===== src/rtl/fp_scb_pkg.sv =====
// Shared types and helpers for the FP pending-write scoreboard (fp_scoreboard_multi).
// Widths here are the default configuration; the top derives its own from its parameters.
package fp_scb_pkg;

    localparam int NUM_REGS_DEF    = 32;
    localparam int REG_AW          = $clog2(NUM_REGS_DEF);
    localparam int CNT_W_DEF       = 2;
    localparam int MAX_MATCH_PORTS = 16;
    localparam int DEC_W           = $clog2(MAX_MATCH_PORTS + 2) + 1;

    typedef logic [REG_AW-1:0]          reg_addr_t;
    typedef logic [CNT_W_DEF-1:0]       cnt_t;
    typedef logic [MAX_MATCH_PORTS-1:0] match_vec_t;
    typedef logic [DEC_W-1:0]           dec_t;

    // Number of write-back ports whose address matched one register.
    function automatic dec_t count_matches(input match_vec_t hits);
        dec_t n;
        n = '0;
        for (int i = 0; i < MAX_MATCH_PORTS; i++) begin
            n = n + {{(DEC_W-1){1'b0}}, hits[i]};
        end
        return n;
    endfunction

endpackage


===== src/rtl/fp_scb_counter.sv =====
// One pending-write counter: +1 on issue, -N on write-back/kill, clamps at 0 and max.
// Reports zero/full status and a one-cycle underflow pulse.
module fp_scb_counter
    import fp_scb_pkg::*;
#(
    parameter int CNT_W = 2
) (
    input  logic             clk,
    input  logic             reset_n,
    input  logic             inc,
    input  dec_t             dec,
    output logic [CNT_W-1:0] cnt,
    output logic             zero,
    output logic             full,
    output logic             underflow
);

    localparam int EXT_W = (CNT_W + 2 > DEC_W + 1) ? CNT_W + 2 : DEC_W + 1;
    localparam logic [EXT_W-1:0] MAX_EXT = {{(EXT_W-CNT_W){1'b0}}, {CNT_W{1'b1}}};

    logic [CNT_W-1:0] cnt_q, cnt_d;
    logic [EXT_W-1:0] sum_ext, dec_ext, res_ext;

    // NOTE: every combinational output gets a value on every path, so no latch is inferred.
    always_comb begin
        sum_ext   = {{(EXT_W-CNT_W){1'b0}}, cnt_q} + {{(EXT_W-1){1'b0}}, inc};
        dec_ext   = {{(EXT_W-DEC_W){1'b0}}, dec};
        res_ext   = sum_ext - dec_ext;
        underflow = (dec_ext > sum_ext);
        if (underflow) begin
            cnt_d = '0;
        end else if (res_ext > MAX_EXT) begin
            cnt_d = '1;
        end else begin
            cnt_d = res_ext[CNT_W-1:0];
        end
    end

    // NOTE: state registers use non-blocking assignments so all counters update together.
    always_ff @(posedge clk or negedge reset_n) begin
        if (!reset_n) begin
            cnt_q <= '0;
        end else begin
            cnt_q <= cnt_d;
        end
    end

    assign cnt  = cnt_q;
    assign zero = (cnt_q == '0);
    assign full = (cnt_q == '1);

endmodule


===== src/rtl/fp_scoreboard_multi.sv =====
// Per-register FP pending-write scoreboard with multi-port write-back, kill and unit probes.
// Optional macro FP_SCB_WAW_STALL_EN: stall any write to a register that is already pending.
module fp_scoreboard_multi
    import fp_scb_pkg::*;
#(
    parameter int NUM_REGS  = NUM_REGS_DEF,
    parameter int NUM_SRC   = 3,
    parameter int NUM_WB    = 2,
    parameter int CNT_W     = CNT_W_DEF,
    parameter int NUM_PROBE = 3
) (
    input  logic                                     clk,
    input  logic                                     reset_n,
    input  logic                                     issue_valid,
    input  logic                                     issue_wr,
    input  logic [$clog2(NUM_REGS)-1:0]              issue_rd,
    input  logic [NUM_SRC-1:0][$clog2(NUM_REGS)-1:0] issue_src_addr,
    input  logic [NUM_SRC-1:0]                       issue_src_used,
    input  logic                                     issue_cancel,
    output logic                                     issue_stall,
    output logic                                     issue_fire,
    input  logic [NUM_WB-1:0]                        wb_valid,
    input  logic [NUM_WB-1:0][$clog2(NUM_REGS)-1:0]  wb_addr,
    input  logic                                     kill_valid,
    input  logic [$clog2(NUM_REGS)-1:0]              kill_rd,
    input  logic [NUM_PROBE-1:0][$clog2(NUM_REGS)-1:0] probe_addr,
    output logic [NUM_PROBE-1:0]                     probe_busy,
    output logic [NUM_SRC-1:0]                       src_busy,
    output logic [NUM_REGS-1:0]                      busy_vec,
    output logic                                     any_busy,
    output logic                                     underflow_err
);

    localparam int AW = $clog2(NUM_REGS);
    typedef logic [AW-1:0] addr_t;

    logic [NUM_REGS-1:0] full_vec;
    logic [NUM_REGS-1:0] uflow_vec;
    logic                waw_block;
    logic                underflow_err_q, underflow_err_d;

    // Issue check sees only registered counter state: a same-cycle write-back does not bypass.
    always_comb begin
        src_busy   = '0;
        probe_busy = '0;
        waw_block  = 1'b0;
        for (int k = 0; k < NUM_SRC; k++) begin
            src_busy[k] = issue_src_used[k] & busy_vec[issue_src_addr[k]];
        end
        for (int p = 0; p < NUM_PROBE; p++) begin
            probe_busy[p] = busy_vec[probe_addr[p]];
        end
`ifdef FP_SCB_WAW_STALL_EN
        waw_block = issue_wr & busy_vec[issue_rd];
`else
        waw_block = 1'b0;
`endif
        issue_stall = issue_valid &
                      ((|src_busy) | (issue_wr & full_vec[issue_rd]) | waw_block);
        issue_fire  = issue_valid & ~issue_stall & issue_wr & ~issue_cancel;
    end

    for (genvar r = 0; r < NUM_REGS; r++) begin : g_reg
        match_vec_t       hits;
        logic             kill_hit;
        logic             inc;
        dec_t             dec;
        logic [CNT_W-1:0] cnt;
        logic             zero;

        always_comb begin
            hits = '0;
            for (int p = 0; p < NUM_WB; p++) begin
                hits[p] = wb_valid[p] & (wb_addr[p] == addr_t'(r));
            end
            kill_hit = kill_valid & (kill_rd == addr_t'(r));
            inc      = issue_fire & (issue_rd == addr_t'(r));
            dec      = count_matches(hits) + {{(DEC_W-1){1'b0}}, kill_hit};
        end

        fp_scb_counter #(
            .CNT_W (CNT_W)
        ) u_cnt (
            .clk       (clk),
            .reset_n   (reset_n),
            .inc       (inc),
            .dec       (dec),
            .cnt       (cnt),
            .zero      (zero),
            .full      (full_vec[r]),
            .underflow (uflow_vec[r])
        );

        assign busy_vec[r] = ~zero;
    end

    assign any_busy        = |busy_vec;
    assign underflow_err_d = underflow_err_q | (|uflow_vec);

    // NOTE: the sticky error flag is cleared only by reset; counters reset alongside it.
    always_ff @(posedge clk or negedge reset_n) begin
        if (!reset_n) begin
            underflow_err_q <= 1'b0;
        end else begin
            underflow_err_q <= underflow_err_d;
        end
    end

    assign underflow_err = underflow_err_q;

endmodule

===== config.mk =====
export PLATFORM = sky130hd
export DESIGN_NAME = fp_scoreboard_multi
export DESIGN_NICKNAME = d
export VERILOG_FILES = /design/src/rtl/fp_scb_pkg.sv /design/src/rtl/fp_scb_counter.sv /design/src/rtl/fp_scoreboard_multi.sv
export SDC_FILE = /design/constraint.sdc
export NUM_CORES = 1
export LEC_CHECK = 0
export ABC_AREA = 0
export CAP_MARGIN = 20
export CORE_UTILIZATION = 30
export DETAILED_ROUTE_END_ITERATION = 6
export GPL_ROUTABILITY_DRIVEN = 0
export MAX_ROUTING_LAYER = met4
export PLACE_DENSITY_LB_ADDON = 0.12
export SYNTH_ARGS = -nofsm -noshare
export SYNTH_HDL_FRONTEND = slang
export SYNTH_SLANG_ARGS = --single-unit

===== constraint.sdc =====
create_clock -name clk -period 4.9 [get_ports clk]
set_input_delay 0.98 -clock clk [delete_from_list [all_inputs] [get_ports clk]]
set_output_delay 0.98 -clock clk [all_outputs]
set_load 0.01 [all_outputs]

==> flow_metrics.env <==
export IMPL_cts_buffer_depth=2
export IMPL_finClkSkew_ns=0.00993
export IMPL_num_rows=68
export IMPL_dpl_hpwl_mm=33.0
export IMPL_clk_latency_ns=0.36
export IMPL_placed_area_um2=13500
export IMPL_worstPathArrival_ns=5.04
export IMPL_whs_ns=0.563
export IMPL_drc=0
export IMPL_sw_frac_of_total_pct=45.2
export IMPL_p_int_mw=2.91
export IMPL_period_share_pct=98.3
export IMPL_cts_tree="yes"
export IMPL_root_buffer="clkbuf_16"
export IMPL_start_util_pct=30.4
export IMPL_end_kind="flip-flop"
export IMPL_layout_setup_ws_ns=0.0856
export IMPL_grt_pass1_vias=9813
export IMPL_final_area_um2=14100
export IMPL_worst_ep_required_time_ns=5.13
export IMPL_netlist_instances=1176
export IMPL_timing_rr_start="g_reg[3].u_cnt.cnt[0]"
export IMPL_dieHeight_um=189
export IMPL_power_switching_mw=2.40
export IMPL_fin_crit_ns=4.81
export IMPL_maxSlewHeadroom_pct=49.8
export IMPL_pwr_share_seq_pct=18.4
export IMPL_ys_warn_count=0
export IMPL_synth_net_count=1461
export IMPL_combPwrFrac_pct=70.1
export IMPL_leakage_nw=6.55
export IMPL_grt_max_degree=38
export IMPL_powerDensity_nw_per_um2=376
export IMPL_core_region_area_um2=34500
export IMPL_fp_dieArea_um2=35700
export IMPL_antenna_found_initial=0
export IMPL_synth_seq_cells=65
export IMPL_syn_avg_cell_area_um2=8.91
export IMPL_track_usage_pct=23.0
export IMPL_num_vias=9658
export IMPL_io_buffers=102
export IMPL_clk_pin_slew_ns=0.06
export IMPL_synth_edf_count=0
export IMPL_via_per_inst=4.97
export IMPL_peakVddDrop_mv=0.224
export IMPL_syn2layout_area_growth_pct=35.0
export IMPL_fmax_ghz=0.208
export IMPL_drive_above_1_share_pct=25.0
export IMPL_chipWidth_um=189
export IMPL_yosysSeqAreaShare_pct=15.5
export IMPL_hold_path_class="input port to async pin"
export IMPL_grt_pass1_wl_mm=59.7
export IMPL_pre_cts_ws_ns=-1.04
export IMPL_synth_ff_type="dfrtp_1"
export IMPL_finalPower_mw=5.31
export IMPL_wl_per_cell_um=19.9
export IMPL_async_flop_share_pct=100
export IMPL_overflow=0
export IMPL_wl_mm=38.6
export IMPL_finalMaxSlewViolations=0
export IMPL_critPathLaunch="issue_src_addr[2]"
export IMPL_ant_nets=0
export IMPL_num_nets_final=1769
export IMPL_final_hold_viol_count=0
export IMPL_clock_sinks=65
export IMPL_antenna_cells=0
export IMPL_cts_buffers_inserted=9
export IMPL_tightest_slew_ns=0.750
export IMPL_start_kind="input port"
export IMPL_setup_viol=0
export IMPL_criticalPathCategory="input port to flip-flop"
export IMPL_synth_cell_type_count=56
export IMPL_clkPwrFrac_pct=11.5
export IMPL_cts_max_level=3
export IMPL_drtPass1Iterations=7
export IMPL_drt_initial_drc_count=689
export IMPL_syn_area_um2=10500
export IMPL_pin_count=103
export IMPL_cp_max_fo=8
export IMPL_max_cap_violations=0
export IMPL_status="completed"
## placed cells by master (no fill, tap or decap), types with 11 or more instances in the layout
master,instances
nor2b_1,30
nand2b_1,14
nand3_1,24
dfrtp_1,65
ha_1,121
nand2_1,121
inv_1,288
a31oi_1,62
fa_1,96
buf_4,225
and2_1,11
nor3_1,25
nor2_1,50
a21boi_0,20
mux4_2,48
nor3_2,11
nand4_1,15
clkdlybuf4s50_1,88
## path summary, 6_finish.rpt
kind / to / slack [ns] / depth (start not counted)
setup / recovery: underflow_err / 0.09 / 16
hold / removal: g_reg[6].u_cnt.cnt[1] / 0.56 / 1
setup reg to reg: underflow_err / 0.24 / 16
hold reg to reg: underflow_err / 0.59 / 2
max in group asynchronous: g_reg[30].u_cnt.cnt[1] / 3.40 / 2
min in group clk: underflow_err / 0.59 / 2
## area by class of cell
cell class	instances	area, µm²
Fill cell	3456	20300
Tap cell	455	569
Clock buffer	10	229
Inverter	295	1110
Sequential cell	65	1630
Multi-Input combinational cell	778	7770
Clock inverter	6	35.0
Timing Repair Buffer	335	2810
## Yosys cell counts (3+ instances only)
cell	count	area share [%]
buf_1	4	0.14
ha_1	128	15
nor2_1	53	1.9
inv_1	290	10
mux2i_1	5	0.48
buf_6	6	0.64
buf_2	10	0.48
o22ai_1	3	0.18
or4_1	3	0.21
nand4_1	15	0.90
a32oi_1	4	0.33
nor3_1	33	1.6
mux4_2	48	10
inv_2	5	0.18
nand3_1	25	1.2
nor3_2	4	0.38
o31ai_1	10	0.72
o31a_1	5	0.42
o21ai_0	5	0.24
o211ai_1	4	0.29
a21oi_1	11	0.53
nor2_4	5	0.54
fa_1	96	18
o21ai_1	3	0.14
nor4_1	10	0.60
nor4_2	8	0.96
a21boi_0	20	1.4
clkbuf_1	16	0.57
and2_1	11	0.66
dfrtp_1	65	16
nor2_2	7	0.42
nand2b_1	14	0.84
nor2b_1	30	1.8
nand3b_1	6	0.43
nand2_1	121	4.3
a31oi_1	62	3.7
## through the flow
step | util (%) | setup TNS [ns] | cells
4_1_cts | 40.5 | 0 | 1939
6_report | 41.0 | 0 | 1944
3_5_place_dp | 39.3 | -37.07 | 1919
2_1_floorplan | - | 0 | 1176
5_1_grt | 41.0 | -0.0171 | 1944
3_3_place_gp | 39.3 | -34.85 | 1919
## power by group through the flow
stage / sequential (mW) / clock, mW / combinational [mW]
2_1_floorplan: 0.946 / 0 / 1.81
3_3_place_gp: 0.985 / 0 / 3.58
3_5_place_dp: 0.986 / 0 / 3.60
4_1_cts: 0.976 / 0.633 / 3.65
5_1_grt: 1.01 / 0.658 / 4.05
6_report: 0.977 / 0.614 / 3.72
## what timing repair did
action                     in CTS  in global routing
hold buffers                    0                  0
pin swaps                       9                 25
gates cloned                    0                  1
gates resized for setup        43                 43
buffers inserted                5                  6
setup endpoints to repair      64                 25
## state kept, by name (all words and copies together), names as in the netlist
register / count
underflow_err: 1
g.u_cnt.cnt: 64
## per-layer routing
layer	routed length [µm]	vias up	track usage (%)	part of all wire [%]
li1	-	4540	-	-
met1	17800	4796	30.6	46
met2	18600	278	37.8	48
met3	1470	44	2.22	3.8
met4	716	0	5.30	1.9
met5	0	-	-	0
## cell families after synthesis
| family | Yosys count | synth area share [%] |
|---|---|---|
| and+or+nand+nor | 354 | 17.4 |
| buffers and inverters | 333 | 12.6 |
| adders and majority gates | 224 | 33.6 |
| AOI/OAI and AO/OA | 145 | 9.64 |
| DFF | 65 | 15.5 |
| muxes | 55 | 11.3 |
## critical path, cell delays in order
cell and delay [ns]:
clkdlybuf4s50_1 0.68, mux4_2 0.27, nand3b_1 0.09, nand3_1 0.10
o21ai_2 0.09, or4_4 0.62, buf_6 0.18, nor4_4 0.14
ha_2 0.22, inv_1 0.06, fa_1 0.45, o31a_1 0.33
nor4_1 0.29, nand4_1 0.27, nor3_2 0.20, nand3_1 0.09
Power figures use the tool's default switching activity.
